[config.mk]
export PLATFORM = sky130hd
export DESIGN_NAME = xalu_mac_ise_flat
export DESIGN_NICKNAME = d
export VERILOG_FILES = /design/src/rtl/xalu_mac_ise_if.sv /design/src/rtl/xalu_mac_ise.sv /design/src/flat_wrapper.sv
export SDC_FILE = /design/constraint.sdc
export NUM_CORES = 2
export LEC_CHECK = 0
export BUFFER_PORTS_ARGS = -buffer_cell sky130_fd_sc_hd__buf_2
export CORE_MARGIN = 10
export CORE_UTILIZATION = 45
export DETAILED_ROUTE_END_ITERATION = 6
export HOLD_SLACK_MARGIN = 0.06
export PLACE_DENSITY = 0.6
export SYNTH_ARGS = -nofsm -noshare
export SYNTH_HDL_FRONTEND = slang
export SYNTH_SLANG_ARGS = --single-unit
[constraint.sdc]
create_clock -name ise_clk -period 12.7 [get_ports ise_clk]
set_input_delay 1.905 -clock ise_clk [delete_from_list [all_inputs] [get_ports ise_clk]]
set_output_delay 1.905 -clock ise_clk [all_outputs]
set_load 0.03 [all_outputs]
[src/rtl/xalu_mac_ise_if.sv]
// Request/result bundle between the core and the xalu_mac_ise multiply-accumulate unit.
// The core drives the master side; the MAC unit is the slave.
interface xalu_mac_ise_if #(
    parameter int XLEN = 64
);
    logic [5:0]      ise_fn;
    logic [6:0]      ise_imm;
    logic [XLEN-1:0] ise_in1;
    logic [XLEN-1:0] ise_in2;
    logic [XLEN-1:0] ise_in3;
    logic            ise_val;
    logic            ise_kill;
    logic            ise_rdy;
    logic            ise_oval;
    logic [XLEN-1:0] ise_out;

    modport master (
        output ise_fn, ise_imm, ise_in1, ise_in2, ise_in3, ise_val, ise_kill,
        input  ise_rdy, ise_oval, ise_out
    );

    modport slave (
        input  ise_fn, ise_imm, ise_in1, ise_in2, ise_in3, ise_val, ise_kill,
        output ise_rdy, ise_oval, ise_out
    );
endinterface

[src/rtl/xalu_mac_ise.sv]
// Digit-serial rs1*rs2 + rs3 unit (maddlu/maddhu/madd52lu/madd52hu) on the custom-3 slot.
// Optional product reuse cache enabled by defining XALU_MAC_FUSE_EN.
module xalu_mac_ise #(
    parameter int         XLEN  = 64,
    parameter int         DIGIT = 16,
    parameter logic [1:0] ISE_V = 2'b11
) (
    input  logic           ise_clk,
    input  logic           ise_rst,
    xalu_mac_ise_if.slave  bus
);
    localparam int N      = XLEN / DIGIT;
    localparam int CNT_W  = (N > 1) ? $clog2(N) : 1;
    localparam int ACC_W  = 2 * XLEN;
    localparam int PART_W = XLEN + DIGIT;
    localparam int L52    = 52;
    localparam logic [XLEN-1:0] MASK52 = {{(XLEN-L52){1'b0}}, {L52{1'b1}}};

    typedef enum logic [1:0] {IDLE, MUL, FIN, DONE} state_t;

    state_t             state_q, state_d;
    logic [CNT_W-1:0]   cnt_q;
    logic [XLEN-1:0]    a_q;
    logic [XLEN-1:0]    b_sh_q;
    logic [XLEN-1:0]    c_q;
    logic [1:0]         op_q;
    logic [ACC_W-1:0]   acc_q;
    logic [XLEN-1:0]    out_q;

    logic               rdy, accept, hit, w52_in, last_digit;
    logic [XLEN-1:0]    a_in, b_in;
    logic [PART_W-1:0]  part;
    logic [ACC_W-1:0]   acc_init;
    logic               unused_bits;

    function automatic logic [XLEN-1:0] limb_mask(input logic [XLEN-1:0] v, input logic w52);
        return w52 ? (v & MASK52) : v;
    endfunction

    function automatic logic [XLEN-1:0] form_result(input logic [ACC_W-1:0] prod,
                                                    input logic [XLEN-1:0]  addend,
                                                    input logic [1:0]       op);
        logic [ACC_W-1:0] f;
        f = prod + ACC_W'(addend);
        case (op)
            2'b00:   return f[XLEN-1:0];
            2'b01:   return f[ACC_W-1:XLEN];
            2'b10:   return XLEN'(prod[L52-1:0]) + addend;
            default: return XLEN'(prod[2*L52-1:L52]) + addend;
        endcase
    endfunction

    assign unused_bits = ^{bus.ise_fn[5:2], bus.ise_imm[6:2]};

    assign rdy        = (state_q == IDLE) || (state_q == DONE);
    assign accept     = ISE_V[1] & bus.ise_val & rdy & (bus.ise_fn[1:0] == 2'b11) & ~bus.ise_kill;
    assign w52_in     = bus.ise_imm[1];
    assign a_in       = limb_mask(bus.ise_in1, w52_in);
    assign b_in       = limb_mask(bus.ise_in2, w52_in);
    assign last_digit = (cnt_q == CNT_W'(N - 1));
    // Horner form, most significant digit first: acc = (acc << DIGIT) + a * digit.
    assign part       = PART_W'(a_q) * PART_W'(b_sh_q[XLEN-1 -: DIGIT]);

`ifdef XALU_MAC_FUSE_EN
    logic               fc_vld_q;
    logic [ACC_W-1:0]   fc_prod_q;
    logic [XLEN-1:0]    fc_a_q, fc_b_q, b_keep_q;
    logic               fc_w52_q;

    assign hit      = fc_vld_q && (fc_a_q == a_in) && (fc_b_q == b_in) && (fc_w52_q == w52_in);
    assign acc_init = hit ? fc_prod_q : '0;

    always_ff @(posedge ise_clk) begin
        if (!ise_rst) begin
            fc_vld_q <= 1'b0;
        end else if ((state_q == MUL || state_q == FIN) && bus.ise_kill) begin
            fc_vld_q <= 1'b0;
        end else if (state_q == FIN) begin
            fc_vld_q <= 1'b1;
        end
    end

    always_ff @(posedge ise_clk) begin
        if (accept) begin
            b_keep_q <= b_in;
        end
        if (state_q == FIN && !bus.ise_kill) begin
            fc_prod_q <= acc_q;
            fc_a_q    <= a_q;
            fc_b_q    <= b_keep_q;
            fc_w52_q  <= op_q[1];
        end
    end
`else
    assign hit      = 1'b0;
    assign acc_init = '0;
`endif

    always_ff @(posedge ise_clk) begin
        if (!ise_rst) begin
            state_q <= IDLE;
        end else begin
            state_q <= state_d;
        end
    end

    always_comb begin
        state_d = state_q;
        case (state_q)
            IDLE, DONE: state_d = accept ? (hit ? FIN : MUL) : IDLE;
            MUL:        if (bus.ise_kill) state_d = IDLE;
                        else if (last_digit) state_d = FIN;
            FIN:        state_d = bus.ise_kill ? IDLE : DONE;
            default:    state_d = IDLE;
        endcase
    end

    always_comb begin
        bus.ise_rdy  = rdy;
        bus.ise_oval = (state_q == DONE);
        bus.ise_out  = out_q;
    end

    always_ff @(posedge ise_clk) begin
        if (!ise_rst) begin
            cnt_q <= '0;
            out_q <= '0;
        end else begin
            if (accept) begin
                cnt_q <= '0;
            end else if (state_q == MUL) begin
                cnt_q <= cnt_q + CNT_W'(1);
            end
            if (state_q == FIN && !bus.ise_kill) begin
                out_q <= form_result(acc_q, c_q, op_q);
            end
        end
    end

    // Operand capture and accumulation; data only, no reset.
    always_ff @(posedge ise_clk) begin
        if (accept) begin
            a_q    <= a_in;
            b_sh_q <= b_in;
            c_q    <= bus.ise_in3;
            op_q   <= bus.ise_imm[1:0];
            acc_q  <= acc_init;
        end else if (state_q == MUL) begin
            acc_q  <= (acc_q << DIGIT) + ACC_W'(part);
            b_sh_q <= b_sh_q << DIGIT;
        end
    end
endmodule

[src/flat_wrapper.sv]
// flat-port wrapper written by rule: the top's interface ports become plain ports
module xalu_mac_ise_flat 
#(
    parameter int         XLEN  = 64,
    parameter int         DIGIT = 16,
    parameter logic [1:0] ISE_V = 2'b11
)
  (ise_clk, ise_rst, bus_ise_fn, bus_ise_imm, bus_ise_in1, bus_ise_in2, bus_ise_in3, bus_ise_val, bus_ise_kill, bus_ise_rdy, bus_ise_oval, bus_ise_out);
  xalu_mac_ise_if #(.XLEN(XLEN)) bus_i ();
  input  logic ise_clk;
  input  logic ise_rst;
  input wire logic [$bits(bus_i.ise_fn)-1:0] bus_ise_fn;
  input wire logic [$bits(bus_i.ise_imm)-1:0] bus_ise_imm;
  input wire logic [$bits(bus_i.ise_in1)-1:0] bus_ise_in1;
  input wire logic [$bits(bus_i.ise_in2)-1:0] bus_ise_in2;
  input wire logic [$bits(bus_i.ise_in3)-1:0] bus_ise_in3;
  input wire logic [$bits(bus_i.ise_val)-1:0] bus_ise_val;
  input wire logic [$bits(bus_i.ise_kill)-1:0] bus_ise_kill;
  output wire logic [$bits(bus_i.ise_rdy)-1:0] bus_ise_rdy;
  output wire logic [$bits(bus_i.ise_oval)-1:0] bus_ise_oval;
  output wire logic [$bits(bus_i.ise_out)-1:0] bus_ise_out;
  assign bus_i.ise_fn = bus_ise_fn;
  assign bus_i.ise_imm = bus_ise_imm;
  assign bus_i.ise_in1 = bus_ise_in1;
  assign bus_i.ise_in2 = bus_ise_in2;
  assign bus_i.ise_in3 = bus_ise_in3;
  assign bus_i.ise_val = bus_ise_val;
  assign bus_i.ise_kill = bus_ise_kill;
  assign bus_ise_rdy = bus_i.ise_rdy;
  assign bus_ise_oval = bus_i.ise_oval;
  assign bus_ise_out = bus_i.ise_out;
  xalu_mac_ise #(.XLEN(XLEN), .DIGIT(DIGIT), .ISE_V(ISE_V)) u_core (.ise_clk(ise_clk), .ise_rst(ise_rst), .bus(bus_i));
endmodule
Word level (Yosys, flattened, before mapping)
Cells that the tools add are included.
{ "word_totals": {"register_bits": 390, "in_bits": 209, "output_inout_bits": 66, "wordCells": 45} }
{ "classes": {"addsub": 5, "multipliers": 1, "eq_ne": 8, "n_mux": 9, "n_bitwise": 5, "n_reduce_logical": 8} }
{ "op_table": {"columns": ["operator", "n"], "rows": [
  ["$mux 64", 3],
  ["$pmux 64 s3", 1],
  ["$add 128x64->128", 1],
  ["$add 128x80->128", 1],
  ["$add 52x64->64", 2],
  ["$mul 64x16->80", 1],
  ["$eq 2x2->1 const B", 5],
  ["$mux 2", 3],
  ["$pmux 2 s3", 1],
  ["$eq 2x1->1 const B", 2],
  ["$logic_not 2->1", 2],
  ["$reduce_or 2->1", 2],
  ["$and 1x1->1", 3],
  ["$ne 3x2->1 const B", 1],
  ["$add 2x1->2 const B", 1],
  ["$not 1->1", 2],
  ["$reduce_bool 2->1", 1],
  ["$logic_and 1x1->1", 1],
  ["$logic_not 1->1", 1],
  ["$logic_or 1x1->1", 1],
  ["$mux 1", 1]
]} }

Longest topological paths before layout
{ "logic_depth": {"word_depth": 7, "ltp_mapped": 29, "mapped_depth_nobuf": 25} }

Worst setup path after synthesis
Ideal clock, no wire load.
{ "synth_path": {"kind": "input-to-reg", "from": "input bus_ise_val", "to": "register u_core.a_q[0] (enable)", "setup_ns": 0.545, "t_arrival_ns": 6.358, "required_ns": 12.155, "slack_ns": 5.796, "path_stages": 5, "path_buffers": 2, "path_cell_list": "nor2b_1 -> nand4_1 -> inv_1 -> clkbuf_1 -> clkbuf_1"} }
{ "synth_between": {"elab_chain_len": 3} }
{ "synth_rtl": {"columns": ["element", "line", "rtl"], "rows": [
  ["start, declared", "flat_wrapper.sv:17", "input wire logic [$bits(bus_i.ise_val)-1:0] bus_ise_val;"],
  ["$and 1x1->1 (3 in series)", "xalu_mac_ise.sv:56", "assign accept = ISE_V[1] & bus.ise_val & rdy & (bus.ise_fn[1:0] == 2'b11) & ~bus.ise_kill;"],
  ["via u_core.accept", "xalu_mac_ise.sv:30", "logic rdy, accept, hit, w52_in, last_digit;"],
  ["end signal, assigned", "xalu_mac_ise.sv:143", "a_q <= a_in;"],
  ["end, declared", "xalu_mac_ise.sv:23", "logic [XLEN-1:0] a_q;"]
]} }
The timed path passes the listed nets, and every way through them passes these cells.
A chain may end at the register's enable or synchronous reset.

Worst setup path in the final report
{ "layout_path": {"from": "register u_core.b_sh_q[57]", "to": "register u_core.acc_q[124]"} }
{ "layout_between": {"elab_chain_len": 2} }
{ "layout_rtl": {"columns": ["element", "line", "rtl"], "rows": [
  ["start, declared", "xalu_mac_ise.sv:24", "logic [XLEN-1:0] b_sh_q;"],
  ["start signal, assigned", "xalu_mac_ise.sv:144", "b_sh_q <= b_in;"],
  ["start signal, assigned", "xalu_mac_ise.sv:150", "b_sh_q <= b_sh_q << DIGIT;"],
  ["$mul 64x16->80", "xalu_mac_ise.sv:62", "assign part = PART_W'(a_q) * PART_W'(b_sh_q[XLEN-1 -: DIGIT]);"],
  ["$add 128x80->128", "xalu_mac_ise.sv:149", "acc_q <= (acc_q << DIGIT) + ACC_W'(part);"],
  ["end signal, assigned", "xalu_mac_ise.sv:147", "acc_q <= acc_init;"],
  ["end signal, assigned", "xalu_mac_ise.sv:149", null],
  ["end, declared", "xalu_mac_ise.sv:27", "logic [ACC_W-1:0] acc_q;"]
]} }
No other way between the ends.

==> results by group <==
GRT
  • First-pass GRT wire length: roughly 300 mm
  • Pin count of the biggest net entering global routing: 102
  • M2 GR Usage: 43.8%
  • GR Util All Layers: 27.3%
  • Grt total ovfl: 0
  • Met3 Usage GRT: 3.51%
  • Top Usage Layer GRT: met2
  • Initial antenna violation count: 4
  • Met1 GRT Util: 37.6%
  • Vias in the first global route: a little under 50k

Power
  • Static leakage: about 30 nW
  • VDD IR-drop max: 0.000445 V
  • Total power draw: 17.3 mW
  • PwrDens: 276 nW/um2

Clocking
  • Post_cts resized: 0
  • H-tree Lvls: 2
  • Post CTS Setup Buffer Count: 0
  • Clock Path Buffers: 3
  • Hold buffer count at CTS: 0
  • Clk pin slew, worst setup/hold paths: around 60 ps
  • Num Clock Sinks: 390
  • TritonCTS buffer count: 50
  • Clock root buffer: clkbuf_16
  • CTS tree: yes
  • Clock latency on the worst-skew pair: 690 ps

Worst setup path
  • Critical path arrival: 9640 ps
  • Crit path capture type: flip-flop
  • R2r worst-path depth: 22
  • Crit-path max FO: 46
  • CP required: 13300 ps
  • Reg2reg start: u_core.b_sh_q[57]
  • Startpoint Class: flip-flop
  • Worst Setup EP: u_core.acc_q[124]
  • Reg2Reg Setup Slack: 3660 ps
  • Worst setup path start: u_core.b_sh_q[57]
  • CP Class: flip-flop to flip-flop
  • Worst R2R End: u_core.acc_q[124]

Timing
  • Final setup vio count: 0
  • Hold Fails Final Rpt: 0
  • Worst clock skew: 45.0 ps
  • Period utilization: 71.2%
  • Worst slew pin tran: 1260 ps
  • Hold slack: 479 ps
  • F_max: between 100 and 150 MHz
  • Min Tclk post-route: 9040 ps
  • RSZ-0062 raised after global routing: no
  • Rel. slew slack: 15.7%
  • Max Slew Vio Count: 0
  • Post-route setup TNS: 0 ps

Synthesis
  • Synthesized Nets: roughly 8.4k
  • Yosys Warn Count: 0
  • Post-synth EDFFs: 194
  • Netlist cell types: 97
  • Register area share after synthesis: 16.6%
  • Leading area contributor after synthesis: fa_1
  • Share of synthesized registers carrying an async set or reset: 0%
  • Leading register cell type out of synthesis: dfxtp_1
  • Syn_area_per_cell: about 8.5 um2
  • Post-synthesis cell count: 6921
  • Synth Cell Area: 58600 um2
  • Synth top area share: 31.8%
  • Top cells by area, synth: fa_1, edfxtp_1, inv_1, nand2_1, dfxtp_1
  • Register bit total from synthesis: between 300 and 400

Route
  • Initial DRC count: 4062
  • Residual DRC: 1
  • WL/cell: 23.0 um
  • Pre-Repair DR Iteration Count: 7
  • Routed wire length: 199 mm
  • Via density: 5.60
  • Routed Antenna Nets: 0
  • Via count: 48.5k

Floorplanning
  • Die height: between 300 and 400 um
  • Initial core utilization: 45.3%
  • Core area: 129000 um2
  • Die X: 381 um
  • Die area: 145000 um2
  • Placement Rows: 132
  • I/O pin cnt: 275

Place
  • Count of buffers from port buffering: 265
  • DP Wirelength: 161 mm
  • DP Area: 61100 um2
  • Routability Congestion: approximately 1.0

Status
  • Status: finished, violations left
  • Violated checks: design-rule violations

Finish
  • P&R area growth vs syn: 7.12%
  • Post-route cell area: 62800 um2
  • Layout cells sized above 1: 6.77%
  • Post-layout nets: 8315

Min path
  • Hold Path Class: flip-flop to flip-flop

Flow run
  • Max Cap Viol: 0
[stage by stage]
step	worst slack [ps]	util [%]	instances
after floorplan	5800	-	6921
after global placement	3770	47.2	8576
after detailed placement	3780	47.2	8576
after CTS	3720	48.5	8669
after global routing	3170	48.5	8669
final	3660	48.5	8670
[synth_stat cells, drive strengths merged (49+ instances only)]
| cell type | instances |
|---|---|
| inv | 1185 |
| nand2 | 1173 |
| fa | 932 |
| and2 | 394 |
| clkbuf | 384 |
| o21ai | 330 |
| a21oi | 327 |
| ha | 288 |
| nor2 | 230 |
| dfxtp | 196 |
| edfxtp | 194 |
| xnor2 | 164 |
| a21o | 115 |
| xor2 | 101 |
| nand4 | 93 |
| nand3 | 85 |
| mux2i | 60 |
| nor3 | 56 |
| and3 | 52 |
| a221oi | 49 |
[critical path, stage by stage (launching register included)]
cell	delay, ps
edfxtp_1	870
buf_4	580
nand2_1	150
fa_1	520
inv_1	60
fa_1	480
fa_1	590
fa_1	460
fa_1	510
inv_1	50
fa_1	480
inv_1	40
ha_1	450
nand2_1	230
nor4_1	560
nand3_1	130
o32ai_1	960
a21o_1	300
o211ai_1	180
nand2_1	700
nand3_1	200
xor2_1	180
o21ai_0	160
[logic make-up (layout without fill, tap and decap cells)]
logic type | after synthesis | after routing | synth area share (%)
compound gates | 1134 | 1134 | 12.0
xor+xnor | 265 | 265 | 3.96
fa+ha+maj | 1220 | 1220 | 38.0
buf+inv | 1599 | 1605 | 10.3
flops | 390 | 390 | 16.6
mux | 66 | 66 | 1.14
other cells | 0 | 1 | 0
simple gates | 2247 | 2247 | 18.0
[layout by cell type (no fill, tap or decap), types with 46 or more instances in the layout]
cell,count
and2_1,391
a21oi_1,325
nand2_1,1171
nand4_1,92
mux2i_1,60
buf_2,265
a221oi_1,49
o21ai_0,324
buf_4,60
and3_1,49
dfxtp_1,196
inv_1,1183
xor2_1,101
fa_1,932
nor3_1,56
edfxtp_1,194
a21o_1,115
nand3_1,84
a31oi_1,47
xnor2_1,164
ha_1,287
clkbuf_16,53
o21bai_1,46
nor2_1,226
[final cells by class]
cell class / count / area [um2]
fillers: 12763 / 66700
multi-input cells: 4932 / 42900
flip-flops and latches: 390 / 9750
inverters: 1185 / 4460
well taps: 1742 / 2180
repair buffers: 327 / 1820
clock buffers: 67 / 1450
clock inverters: 26 / 264
diodes: 1 / 2.50
[report_power, final]
part           internal, mW  switching [mW]  leakage [nW]
clock                 0.853           0.655         0.851
combinational          5.26            8.75          25.3
sequential             1.47           0.318          3.39
total                  7.59            9.73          29.6
[layer usage]
layer	routed length, um	vias up
met5	0	-
met4	8350	0
met3	13700	325
met2	91400	1732
met1	85900	24565
li1	-	21901
[worst min path at each step]
stage | endpoint | slack (ps) | cells past startpoint | from
floorplan | u_core.acc_q[120] | 460 | 2 | u_core.acc_q[120]
global placement | u_core.bus.ise_out[0] | 470 | 2 | u_core.bus.ise_out[0]
detailed placement | u_core.bus.ise_out[0] | 470 | 2 | u_core.bus.ise_out[0]
CTS | u_core.bus.ise_out[0] | 480 | 2 | u_core.bus.ise_out[0]
global route | u_core.bus.ise_out[0] | 500 | 2 | u_core.bus.ise_out[0]
finish | u_core.bus.ise_out[0] | 480 | 2 | u_core.bus.ise_out[0]
[state kept, by name (all words and copies together), names as in the netlist]
register and cells:
u_core.state_q 2, u_core.bus.ise_out 64, u_core.b_sh_q 64, u_core.c_q 64
u_core.cnt_q 2, u_core.op_q 2, u_core.acc_q 128, u_core.a_q 64
Power figures use the tool's default switching activity.
